`src/rtl/scene_state_gen.sv`:
```
// scene_state_gen: producer of the VGA scene descriptor (four scrolling blocks plus a jumping square).
// Optional feature: define SCENE_SPEEDUP_EN for a score-driven scroll speed-up.

`ifndef SHAPE_ENCODE_LENGTH
`define SHAPE_ENCODE_LENGTH 3
`endif
`ifndef COORDINATE_LENGTH
`define COORDINATE_LENGTH 11
`endif
`ifndef SQUARE_SIZE_LENGTH
`define SQUARE_SIZE_LENGTH 6
`endif

module scene_state_gen #(
  parameter int SCREEN_W      = 640,
  parameter int BLOCK_SPACING = 160,
  parameter int SCROLL_STEP   = 4,
  parameter int GROUND_Y      = 400,
  parameter int JUMP_V0       = 12,
  parameter int GRAVITY       = 1,
  parameter int SQ_SIZE_INIT  = 32
) (
  input  logic                              CLK,
  input  logic                              RST,
  input  logic                              FRAME_TICK,
  input  logic                              START,
  input  logic                              JUMP,
  input  logic                              HIT,
  output logic [4*`SHAPE_ENCODE_LENGTH-1:0] BLOCK_SHAPE,
  output logic [4*`COORDINATE_LENGTH-1:0]   BLOCK_START_X,
  output logic [`COORDINATE_LENGTH-1:0]     SQUARE_START_Y,
  output logic [`SQUARE_SIZE_LENGTH-1:0]    SQUARE_SIZE,
  output logic [15:0]                       SCORE,
  output logic                              GAME_OVER,
  output logic                              BUSY
);

  localparam int SW  = `SHAPE_ENCODE_LENGTH;
  localparam int CW  = `COORDINATE_LENGTH;
  localparam int ZW  = `SQUARE_SIZE_LENGTH;
  localparam int VW  = CW + 2;
  localparam logic [CW-1:0]        GROUND_TOP = CW'(GROUND_Y - SQ_SIZE_INIT);
  localparam logic [CW-1:0]        WRAP_DIST  = CW'(4 * BLOCK_SPACING);
  localparam logic signed [VW-1:0] V0         = VW'(JUMP_V0);
  localparam logic signed [VW-1:0] GRAV       = VW'(GRAVITY);

  typedef enum logic [2:0] {
    S_IDLE, S_RUN, S_B1, S_B2, S_B3, S_B4, S_SQ, S_OVER
  } state_t;

  state_t               state_q, state_d;
  logic [3:0][CW-1:0]   x_q, x_d;
  logic [3:0][SW-1:0]   shape_q, shape_d;
  logic [CW-1:0]        y_q, y_d;
  logic signed [VW-1:0] vel_q, vel_d;
  logic [15:0]          score_q, score_d;
  logic                 pend_q, pend_d;
  logic [7:0]           lfsr_q, lfsr_d;
  logic                 busy_q, busy_d;
  logic                 over_q, over_d;

  logic                 running, hit_now, reinit, grounded, jump_now;
  logic [CW-1:0]        step_cur;
  logic [1:0]           blk;
  logic signed [VW-1:0] vel_eff, ny;

  assign running  = (state_q != S_IDLE) && (state_q != S_OVER);
  assign hit_now  = running && HIT;
  assign reinit   = START && !hit_now;
  assign grounded = (y_q == GROUND_TOP) && (vel_q == '0);
  assign jump_now = pend_q || (JUMP && grounded);

`ifdef SCENE_SPEEDUP_EN
  // Step is latched when a sequence starts so all four blocks move by the same amount.
  logic [CW-1:0] step_q, step_d, step_new;
  always_comb begin
    step_new = CW'(SCROLL_STEP) + CW'(score_q[15:4]);
    if (score_q[15:4] >= 12'(SCROLL_STEP)) step_new = CW'(2 * SCROLL_STEP);
  end
  assign step_cur = step_q;
`else
  assign step_cur = CW'(SCROLL_STEP);
`endif

  always_ff @(posedge CLK) begin
    if (RST) state_q <= S_IDLE;
    else     state_q <= state_d;
  end

  // HIT wins over START; START from any state (re)starts the game.
  always_comb begin
    state_d = state_q;
    if (hit_now) begin
      state_d = S_OVER;
    end else if (START) begin
      state_d = S_RUN;
    end else begin
      case (state_q)
        S_RUN:   if (FRAME_TICK) state_d = S_B1;
        S_B1:    state_d = S_B2;
        S_B2:    state_d = S_B3;
        S_B3:    state_d = S_B4;
        S_B4:    state_d = S_SQ;
        S_SQ:    state_d = S_RUN;
        default: state_d = state_q;
      endcase
    end
  end

  always_comb begin
    x_d      = x_q;
    shape_d  = shape_q;
    y_d      = y_q;
    vel_d    = vel_q;
    score_d  = score_q;
    pend_d   = pend_q;
    lfsr_d   = {lfsr_q[6:0], lfsr_q[7] ^ lfsr_q[5] ^ lfsr_q[4] ^ lfsr_q[3]};
    busy_d   = (state_d == S_B1) || (state_d == S_B2) || (state_d == S_B3) ||
               (state_d == S_B4) || (state_d == S_SQ);
    over_d   = (state_d == S_OVER);
    blk      = 2'(3'(state_q) - 3'(S_B1));
    vel_eff  = jump_now ? V0 : vel_q;
    ny       = $signed({2'b00, y_q}) - vel_eff;
`ifdef SCENE_SPEEDUP_EN
    step_d   = step_q;
`endif
    if (reinit) begin
      for (int i = 0; i < 4; i++) begin
        x_d[i]     = CW'(SCREEN_W + i * BLOCK_SPACING);
        shape_d[i] = '0;
      end
      y_d     = GROUND_TOP;
      vel_d   = '0;
      score_d = '0;
      pend_d  = 1'b0;
`ifdef SCENE_SPEEDUP_EN
      step_d  = CW'(SCROLL_STEP);
`endif
    end else if (running && !HIT) begin
      pend_d = jump_now;
`ifdef SCENE_SPEEDUP_EN
      if (state_q == S_RUN && FRAME_TICK) step_d = step_new;
`endif
      case (state_q)
        S_B1, S_B2, S_B3, S_B4: begin
          if (x_q[blk] >= step_cur) begin
            x_d[blk] = x_q[blk] - step_cur;
          end else begin
            x_d[blk]     = x_q[blk] + WRAP_DIST - step_cur;
            shape_d[blk] = lfsr_q[SW-1:0];
            if (score_q != 16'hFFFF) score_d = score_q + 16'd1;
          end
        end
        S_SQ: begin
          pend_d = 1'b0;
          if (ny >= $signed({2'b00, GROUND_TOP})) begin
            y_d   = GROUND_TOP;
            vel_d = '0;
          end else if (ny[VW-1]) begin
            y_d   = '0;
            vel_d = '0;
          end else begin
            y_d   = ny[CW-1:0];
            vel_d = vel_eff - GRAV;
          end
        end
        default: ;
      endcase
    end
  end

  always_ff @(posedge CLK) begin
    if (RST) begin
      for (int i = 0; i < 4; i++) begin
        x_q[i]     <= CW'(SCREEN_W + i * BLOCK_SPACING);
        shape_q[i] <= '0;
      end
      y_q     <= GROUND_TOP;
      vel_q   <= '0;
      score_q <= '0;
      pend_q  <= 1'b0;
      lfsr_q  <= 8'hA5;
      busy_q  <= 1'b0;
      over_q  <= 1'b0;
`ifdef SCENE_SPEEDUP_EN
      step_q  <= CW'(SCROLL_STEP);
`endif
    end else begin
      x_q     <= x_d;
      shape_q <= shape_d;
      y_q     <= y_d;
      vel_q   <= vel_d;
      score_q <= score_d;
      pend_q  <= pend_d;
      lfsr_q  <= lfsr_d;
      busy_q  <= busy_d;
      over_q  <= over_d;
`ifdef SCENE_SPEEDUP_EN
      step_q  <= step_d;
`endif
    end
  end

  assign BLOCK_START_X  = {x_q[0], x_q[1], x_q[2], x_q[3]};
  assign BLOCK_SHAPE    = {shape_q[0], shape_q[1], shape_q[2], shape_q[3]};
  assign SQUARE_START_Y = y_q;
  assign SQUARE_SIZE    = ZW'(SQ_SIZE_INIT);
  assign SCORE          = score_q;
  assign GAME_OVER      = over_q;
  assign BUSY           = busy_q;

endmodule

```
`config.mk`:
```
export PLATFORM = sky130hd
export DESIGN_NAME = scene_state_gen
export DESIGN_NICKNAME = d
export VERILOG_FILES = /design/src/rtl/scene_state_gen.sv
export SDC_FILE = /design/constraint.sdc
export NUM_CORES = 1
export LEC_CHECK = 0
export CAP_MARGIN = 20
export CORE_UTILIZATION = 35
export DETAILED_ROUTE_END_ITERATION = 10
export GPL_TIMING_DRIVEN = 0
export PLACE_DENSITY = 0.58
export SLEW_MARGIN = 10
export SYNTH_ARGS = -nofsm -noshare
export SYNTH_HDL_FRONTEND = slang
export SYNTH_SLANG_ARGS = --single-unit
```
`constraint.sdc`:
```
create_clock -name CLK -period 8.3 [get_ports CLK]
set_input_delay 1.66 -clock CLK [delete_from_list [all_inputs] [get_ports CLK]]
set_output_delay 1.66 -clock CLK [all_outputs]
set_load 0.02 [all_outputs]
```
==> results of run 1 <==
[per-layer routing]
metal / routed length (um) / GRT usage [%] / up-vias / part of all wire [%]
met5: 0 / 0 / - / 0
met4: 133 / 5.33 / 0 / 0.85
met3: 791 / 4.42 / 9 / 5.1
met2: 7020 / 30.1 / 127 / 45
met1: 7630 / 27.1 / 2411 / 49
li1: - / - / 2451 / -
[cells in the final DEF (no fill, tap or decap), types with 6 or more instances in the layout]
cell	synthesis	routed
sky130_fd_sc_hd__nand2b_1	11	11
sky130_fd_sc_hd__nor2_1	86	86
sky130_fd_sc_hd__nand3_1	13	13
sky130_fd_sc_hd__or3_1	9	9
sky130_fd_sc_hd__mux2i_1	18	18
sky130_fd_sc_hd__a22o_1	7	7
sky130_fd_sc_hd__buf_4	7	7
sky130_fd_sc_hd__and2_1	11	11
sky130_fd_sc_hd__xor2_1	13	13
sky130_fd_sc_hd__a211oi_1	25	25
sky130_fd_sc_hd__nand2_1	59	59
sky130_fd_sc_hd__clkdlybuf4s50_1	0	88
sky130_fd_sc_hd__and3_1	6	6
sky130_fd_sc_hd__a21o_1	10	10
sky130_fd_sc_hd__xnor2_1	19	19
sky130_fd_sc_hd__mux4_2	11	11
sky130_fd_sc_hd__o21ai_0	24	24
sky130_fd_sc_hd__dfxtp_1	110	110
sky130_fd_sc_hd__clkbuf_1	28	29
sky130_fd_sc_hd__or2_2	8	8
sky130_fd_sc_hd__ha_1	15	15
sky130_fd_sc_hd__inv_1	14	14
sky130_fd_sc_hd__o211ai_1	11	11
sky130_fd_sc_hd__nand4_1	6	6
sky130_fd_sc_hd__conb_1	2	6
sky130_fd_sc_hd__nor2b_1	8	8
sky130_fd_sc_hd__nor3_1	10	9
sky130_fd_sc_hd__a21oi_1	30	30
sky130_fd_sc_hd__clkbuf_16	0	9
[Yosys cell counts, types with 8 or more instances]
library cell               number
sky130_fd_sc_hd__clkbuf_1      28
sky130_fd_sc_hd__nor2_1        86
sky130_fd_sc_hd__nand3_1       13
sky130_fd_sc_hd__nand2_1       59
sky130_fd_sc_hd__mux2i_1       18
sky130_fd_sc_hd__or3_1          9
sky130_fd_sc_hd__dfxtp_1      110
sky130_fd_sc_hd__mux4_2        11
sky130_fd_sc_hd__or2_2          8
sky130_fd_sc_hd__a211oi_1      25
sky130_fd_sc_hd__nor2b_1        8
sky130_fd_sc_hd__and2_1        11
sky130_fd_sc_hd__o21ai_0       24
sky130_fd_sc_hd__xor2_1        13
sky130_fd_sc_hd__xnor2_1       19
sky130_fd_sc_hd__ha_1          15
sky130_fd_sc_hd__o211ai_1      11
sky130_fd_sc_hd__nor3_1        10
sky130_fd_sc_hd__a21o_1        10
sky130_fd_sc_hd__nand2b_1      11
sky130_fd_sc_hd__inv_1         14
sky130_fd_sc_hd__a21oi_1       30
[how the worst max path moves through the flow]
stage / end / slack (ns) / from
floorplan: vel_q[12] / 3.25 / JUMP
global placement: vel_q[12] / 1.85 / JUMP
detailed placement: vel_q[12] / 1.79 / JUMP
CTS: vel_q[12] / 2.14 / JUMP
global route: vel_q[12] / 1.81 / JUMP
finish: vel_q[2] / 2.09 / JUMP
[metrics by stage]
step	cells	power (W)	cell area, sq um
3_5_place_dp	936	0.000712	6740
5_1_grt	952	0.00120	7040
6_report	952	0.00114	7040
2_1_floorplan	637	0.000668	5590
3_3_place_gp	936	0.000710	6740
4_1_cts	952	0.00116	7040
[layout make-up]
type                            instances  area [sq um]
Inverter                               14          52.6
Clock inverter                          6          70.1
Sequential cell                       110          2200
Clock buffer                           10           229
Timing Repair Buffer                   88           881
Tap cell                              211           264
Fill cell                            1491          8330
Multi-Input combinational cell        471          3150
Buffer                                 42           198
[logic make-up after synthesis]
group,Yosys count,synth area share (%)
simple gates,249,22.1
mux,30,7.87
other cells,2,0.135
flops,110,39.5
buf+inv,56,4.49
fa+ha+maj,17,3.90
xor+xnor,32,5.02
compound gates,137,17.0
[report_power, final]
part | switching, W | internal, W | total [W]
Combinational | 0.0000965 | 0.0000577 | 0.000154
Sequential | 0.00000894 | 0.000538 | 0.000546
Clock | 0.000204 | 0.000237 | 0.000441
Total | 0.000309 | 0.000832 | 0.00114
==> results, run 1 <==
- Synthesis produced a netlist whose cell count is 633.
- CTS built an H-tree with a depth of 3.
- The number of standard-cell rows in the floorplan is 45.
- The path with the worst hold slack has its endpoint at lfsr_q[7].
- The area growth from synthesis to final layout is 26.2%.
- The total negative slack for setup checks is 0 ns.
- The worst register-to-register path has a depth of 18.
- The die is 128 um tall.
- The post-route minimum period is 6.21 ns.
- The worst hold slack across all endpoints is 0.409 ns.
- Dividing the final minimum period by the clock period gives 74.9%.
- The data arrival time of the worst path is 6.51 ns.
- At the worst endpoint, the required time is 8.59 ns.
- The worst setup path is captured at a register.
- The worst slew margin relative to its limit is 23.6%.
- The final routed wire length divided by cell count is 16.4 um.
- Entering global routing, the biggest net connects 19 pins.
- The number of nets in the layout is 758.
- The share of final-layout standard cells stronger than drive strength 1 is 7.83%.
- For this run, the register share of the synthesized area comes to 39.5%.
- The core region is 15400 sq um.
- The total number of vias is 4998.
- The tool flagged a number of max-cap violations equal to 0.
- Dividing total power by cell area gives a power density of 162 nW/um^2.
- The worst hold path belongs to the class reg -> reg.
- The routed design has 15.6 mm of wire.
- For this run, the share of the core covered by cells in the final layout is 45.8%.
- The clock skew is 0.00706 ns.
- The distinct cell type count of the synthesized netlist is 64.
- The number of max-slew violations in the final report is 0.
- The critical path crosses 17 cells after its start point.
- The violation count after the first detailed-route iteration is 291.
- In this run, synthesis inferred 0 flip-flops with an integrated enable.
- 0 antenna diodes ended up in the layout.
- The wire length of the first global-routing pass is 25.0 mm.
- The number of global-route vias before repair was 4734.
- The per-cell via count in the routed design is 5.25.
- The largest stage delay on the critical path is 0.73 ns.
- For flop-to-flop paths, the worst setup slack is 2.93 ns.
- Pin placement for this block handled 97 I/O pins.
- Setup repair after global routing left no endpoint under its margin.
- The worst setup path is launched from an input port.
- Global routing used 19.5% of the available tracks.
- The critical path is of the in -> reg type.
- The post-cts repair resize count is 0.
- The full die area is 16400 sq um.
- The worst hold path cell count is 1.
- Derived from the worst setup path, the maximum achievable clock frequency is 161 MHz.
- The run finished with clean final reports.
- Across the VDD grid, the largest voltage drop is 0.117 mV.
- Ranked by total cell area, the synthesized netlist is headed by sky130_fd_sc_hd__dfxtp_1, sky130_fd_sc_hd__nor2_1, sky130_fd_sc_hd__mux4_2, sky130_fd_sc_hd__nand2_1, sky130_fd_sc_hd__a211oi_1.
- The later-pin clock latency in the skew report is 0.35 ns.
- The final critical-path setup slack is 2.09 ns.
- A synthesized cell averages 8.81 sq um.
- The maximum fanout along the worst path is 8.
- The final HPWL from detailed placement is 11.5 mm.
- The count of nets left with antenna violations after detail routing is 0.
- In this run the clock root is driven by a sky130_fd_sc_hd__clkbuf_16.
- The flip-flop and latch count after synthesis is 110.
- The worst flop-to-flop path endpoint is vel_q[2].
- The number of sinks on the clock net is 110.
- The number of buffers added by the clock tree synthesis step is 9.
- The number of buffers and inverters on the critical path is 2.
- Among all flip-flop cells after synthesis, the most frequent one is sky130_fd_sc_hd__dfxtp_1.
- On the critical path, the stage with the largest delay is an instance of sky130_fd_sc_hd__nor2_1.
- The count of final setup violators is 0.
- The final estimated routing congestion in global placement is 0.875.
- The final hold violation count is 0.
- The clock passes through at most 2 buffers.
- The transition time at the pin with the least slew margin is 1.14 ns.
- TritonCTS built the clock tree.
- Traced cell by cell, the critical path runs through clkdlybuf4s50_1 > nand3b_1 > nor4_4 > a21oi_1 > nand2_1 > inv_1 > ha_1 > fa_1 > nor2b_1 > o311ai_0 > a211oi_2 > o31ai_2 > a311oi_1 > mux2i_1 > o2111ai_1 > nor2_1 > a22o_1.
- For this run the aggregate overflow at the end of global routing stands at 0.
- Summed over its instances, the top area cell type makes up 39.5% of the synthesized netlist area.
- After detailed routing, the number of remaining DRC violations is 0.
- The post-synth design cell area is 5580 sq um.
- The count of port buffers added during placement is 88.
- The hold path startpoint is lfsr_q[6].
- Buffers inserted to repair hold after CTS numbered 0.
- The CTS clock-pin slew for the worst setup and hold paths is 0.07 ns.
- In this run the static leakage power is 2.53 nW.
- The starting density of the core is 36.3%.
- At the placement stage, the worst setup path has a slack of 1.79 ns.
- The initial antenna violation count is 0.
- The cell type contributing the most total cell area after synthesis is sky130_fd_sc_hd__dfxtp_1.
- The startpoint of the most critical register-to-register path is vel_q[4].
- The yosys synthesis warning count is 0.
- The first TritonRoute pass finished after 5 iterations.
- The die is 128 um wide.
- On the critical path the largest part of the delay comes from compound AO/OA/AOI/OAI gates.
- Post-CTS timing repair inserted 0 buffers for setup.
- After synthesis, the share of flip-flops with an asynchronous set or reset is 0%.
Note: power is estimated with default switching activity, not from simulation.
==> inputs of run 2 (changes only) <==
--- a/config.mk
+++ b/config.mk
@@ -9,7 +9,7 @@
 export CORE_UTILIZATION = 35
 export DETAILED_ROUTE_END_ITERATION = 10
 export GPL_TIMING_DRIVEN = 0
-export PLACE_DENSITY = 0.58
+export PLACE_DENSITY = 0.6
 export SLEW_MARGIN = 10
 export SYNTH_ARGS = -nofsm -noshare
 export SYNTH_HDL_FRONTEND = slang
==> constraint.sdc (replaced) <==
create_clock -name CLK -period 5.05 [get_ports CLK]
set_input_delay 1.01 -clock CLK [delete_from_list [all_inputs] [get_ports CLK]]
set_output_delay 1.01 -clock CLK [all_outputs]
set_load 0.02 [all_outputs]
==> run 2 against run 1 <==
Effect of this change: die area unchanged; worst hold slack improved by 0.010 ns; critical path depth increased by 1; clock power increased by 65%; register-to-register slack got worse by 2.6 ns; critical path type unchanged; setup slack got worse by 1.8 ns; total power increased by 66%; first-iteration DRC count increased by 9.6%.
==> results, run 2 (synthesis results as in run 1) <==
- The power density normalized to cell area is 264 nW/um^2.
- The part of the power in the clock network is 38.6%.
- The number of design rule violations left after detail routing is 0.
- The first detailed-routing pass ran for 5 iterations.
- After the last flow step, the layout net total stands at 767.
- The final HPWL from detailed placement is 11.4 mm.
- The sum of routed wire length over all layers is 15.6 mm.
- The number of buffers on the longest clock path is 2.
- The worst slew margin relative to its limit is 39.1%.
- In this run the clock root is driven by a sky130_fd_sc_hd__clkbuf_16.
- STA classifies the critical path startpoint as an input port.
- The TritonCTS clock tree is done.
- The count of nets left with antenna violations after detail routing is 0.
- The largest stage delay on the critical path is 0.45 ns.
- Net switching is 27.4% of the power.
- The final hold violation count is 0.
- Internal power comes to 0.00137 W.
- The per-cell via count in the routed design is 5.24.
- Traced cell by cell, the critical path runs through clkdlybuf4s50_1 > nand3b_1 > nor4_4 > a21oi_4 > nand2_1 > inv_1 > ha_1 > fa_1 > nor2b_2 > o311ai_1 > a211oi_2 > o31ai_2 > a311oi_2 > mux2i_1 > o2111ai_2 > buf_6 > o41ai_2 > a31o_1.
- The maximum fanout along the worst path is 8.
- The number of antenna diodes in the final layout is 0.
- The design draws 0.00189 W.
- The final critical-path setup slack is 0.254 ns.
- At the pin with the least slew margin, the transition time is 0.911 ns.
- The total number of vias is 5027.
- In this run the cell area measured after placement is 6740 sq um.
- Buffers placed on the I/O ports in this run total 88.
- The setup check on the worst reg-to-reg path leaves a slack of 0.32 ns.
- The maximum number of pins on one net before global-route repair is 19.
- The number of global-route vias before repair came to 4733.
- Derived from the worst setup path, the maximum achievable clock frequency is 208 MHz.
- The count of boundary I/O pins is 97.
- Of the available clock period, the critical path in the final layout requires 95.0%.
- The count of final setup violators is 0.
- The number of filler instances in the final layout is 1476.
- After global routing the overflow that remains totals 0.
- The core region is 15400 sq um.
- The final routed wire length divided by cell count is 16.2 um.
- Data on the critical path is required at its endpoint by 5.35 ns.
- The power share of the sequential group is 47.5%.
- The instance count after placement with tap cells included is 936.
- The number of standard-cell rows in the floorplan is 45.
- Across the VDD grid, the largest voltage drop is 0.166 mV.
- Clock-pin slew was measured on the worst setup and hold paths at 0.08 ns.
- Combinational logic burns 13.9% of the power.
- Summing all non-filler instances in the final layout gives an area of 7160 sq um.
- In this run the power spent charging and discharging nets is 0.000518 W.
- The congestion estimate from routability-driven global placement came to 0.906.
- The detailed router finished its first iteration with 319 violations.
- Setup repair after global routing could not meet its margin everywhere.
- The length in cells of the worst reg-to-reg path is 18.
- Once the floorplan was initialized, standard cells occupied 36.3% of the core.
- The endpoint identified for the worst register-to-register timing path is vel_q[12].
- The count of H-tree levels built during CTS is 3.
- The initial antenna violation count is 0.
- In this run, CTS created clock tree buffers numbering 9.
- The full die area is 16400 sq um.
- The tool flagged a number of max-cap violations equal to 0.
- Clock tree synthesis found a total of 110 sinks.
- In the layout the commonest cells are sky130_fd_sc_hd__dfxtp_1, sky130_fd_sc_hd__clkdlybuf4s50_1, sky130_fd_sc_hd__nor2_1.
- The clock skew is 0.0107 ns.
- The final cell count without fillers is 960.
- The critical path is of the in -> reg type.
- The hold path startpoint is lfsr_q[6].
- The worst-path cell with the longest stage delay is sky130_fd_sc_hd__clkdlybuf4s50_1.
- Counting buffers and inverters, the worst setup path is 18 cells deep.
- The later-pin clock latency in the skew report is 0.36 ns.
- The leakage dissipation is 2.59 nW.
- The post-route minimum period is 4.80 ns.
- The number of max-slew violations in the final report came to 0.
- Following the worst setup path forward leads to its endpoint at vel_q[12].
- Of the cells placed in the final design, the portion with a size suffix greater than 1 is 10.0%.
- The area growth from synthesis to final layout is 28.3%.
- The wire length of the first global-routing pass is 24.6 mm.
- The worst setup path is captured at a register.
- The class of the tightest hold or removal check is reg -> reg.
- The die height is 128 um.
- The most frequent standard cell in the layout excluding fill and tap cells is sky130_fd_sc_hd__dfxtp_1.
- In this run the worst setup path begins at JUMP.
- The flow ran to the end, and the final reports show no timing, DRC or antenna violations.
- The number of buffers and inverters on the critical path is 3.
- Before CTS, the worst setup slack after placement is -0.844 ns.
- Global routing used 19.1% of the available tracks.
- At the worst endpoint, the arrival time is 5.10 ns.
- The die is 128 um wide.
- Among cell families on the critical path, the largest total delay comes from compound AO/OA/AOI/OAI gates.
- The worst register-to-register path begins at vel_q[0].
run 2: worst min-delay path by stage:
stage,cells past startpoint,end
floorplan,1,lfsr_q[7]
CTS,1,lfsr_q[7]
global placement,1,lfsr_q[7]
detailed placement,1,lfsr_q[7]
global route,1,lfsr_q[7]
finish,1,lfsr_q[7]
run 2: metrics by stage:
stage               hold slack [ns]  utilization (%)  setup TNS (ns)
finish                        0.419             46.6               0
global route                  0.454             46.6         -0.0528
CTS                           0.425             46.2               0
detailed placement            0.403             43.9          -13.45
global placement              0.397             43.8          -11.71
floorplan                     0.389                -               0
run 2: area by class of cell:
| cell class | instances | area [sq um] | area share, % |
|---|---|---|---|
| buffer | 42 | 205 | 2.87 |
| clock buffer | 10 | 229 | 3.20 |
| clock inverter | 5 | 66.3 | 0.926 |
| inverter | 14 | 52.6 | 0.734 |
| multi-input combinational | 471 | 3190 | 44.6 |
| sequential | 110 | 2200 | 30.8 |
| tap | 211 | 264 | 3.69 |
| timing repair buffer | 97 | 946 | 13.2 |
run 2: worst register-to-register path: stages (launching register included):
cell                        delay, ns
sky130_fd_sc_hd__dfxtp_1         0.35
sky130_fd_sc_hd__nor4_1          0.70
sky130_fd_sc_hd__and3_1          0.27
sky130_fd_sc_hd__buf_2           0.19
sky130_fd_sc_hd__a21oi_4         0.12
sky130_fd_sc_hd__nand2_1         0.15
sky130_fd_sc_hd__inv_1           0.05
sky130_fd_sc_hd__ha_1            0.20
sky130_fd_sc_hd__fa_1            0.43
sky130_fd_sc_hd__nor2b_2         0.18
sky130_fd_sc_hd__o311ai_1        0.12
sky130_fd_sc_hd__a211oi_2        0.28
sky130_fd_sc_hd__o31ai_2         0.14
sky130_fd_sc_hd__a311oi_2        0.29
sky130_fd_sc_hd__mux2i_1         0.29
sky130_fd_sc_hd__o2111ai_2       0.27
sky130_fd_sc_hd__buf_6           0.25
sky130_fd_sc_hd__o41ai_2         0.27
sky130_fd_sc_hd__a31o_1          0.13
run 2: power groups by stage:
stage                     clock, W  sequential, W  combinational [W]
final                     0.000729       0.000897           0.000263
after detailed placement         0       0.000918           0.000254
after floorplan                  0       0.000922           0.000175
after global placement           0       0.000918           0.000248
after CTS                 0.000741       0.000898           0.000258
after global routing      0.000777       0.000900           0.000286
run 2: what timing repair did:
action	4_1_cts	5_1_grt
hold buffers	0	0
pin swaps	2	4
setup endpoints to repair	19	22
cloned	1	0
buffers inserted	4	3
resized for setup	8	9
run 2: layer usage:
metal  global-route usage, %  routed length (um)  part of all wire [%]
met5                       0                   0                     0
met1                    26.3                7530                    48
met4                    5.88                 223                   1.4
met3                    3.67                 834                   5.4
met2                    30.2                6980                    45
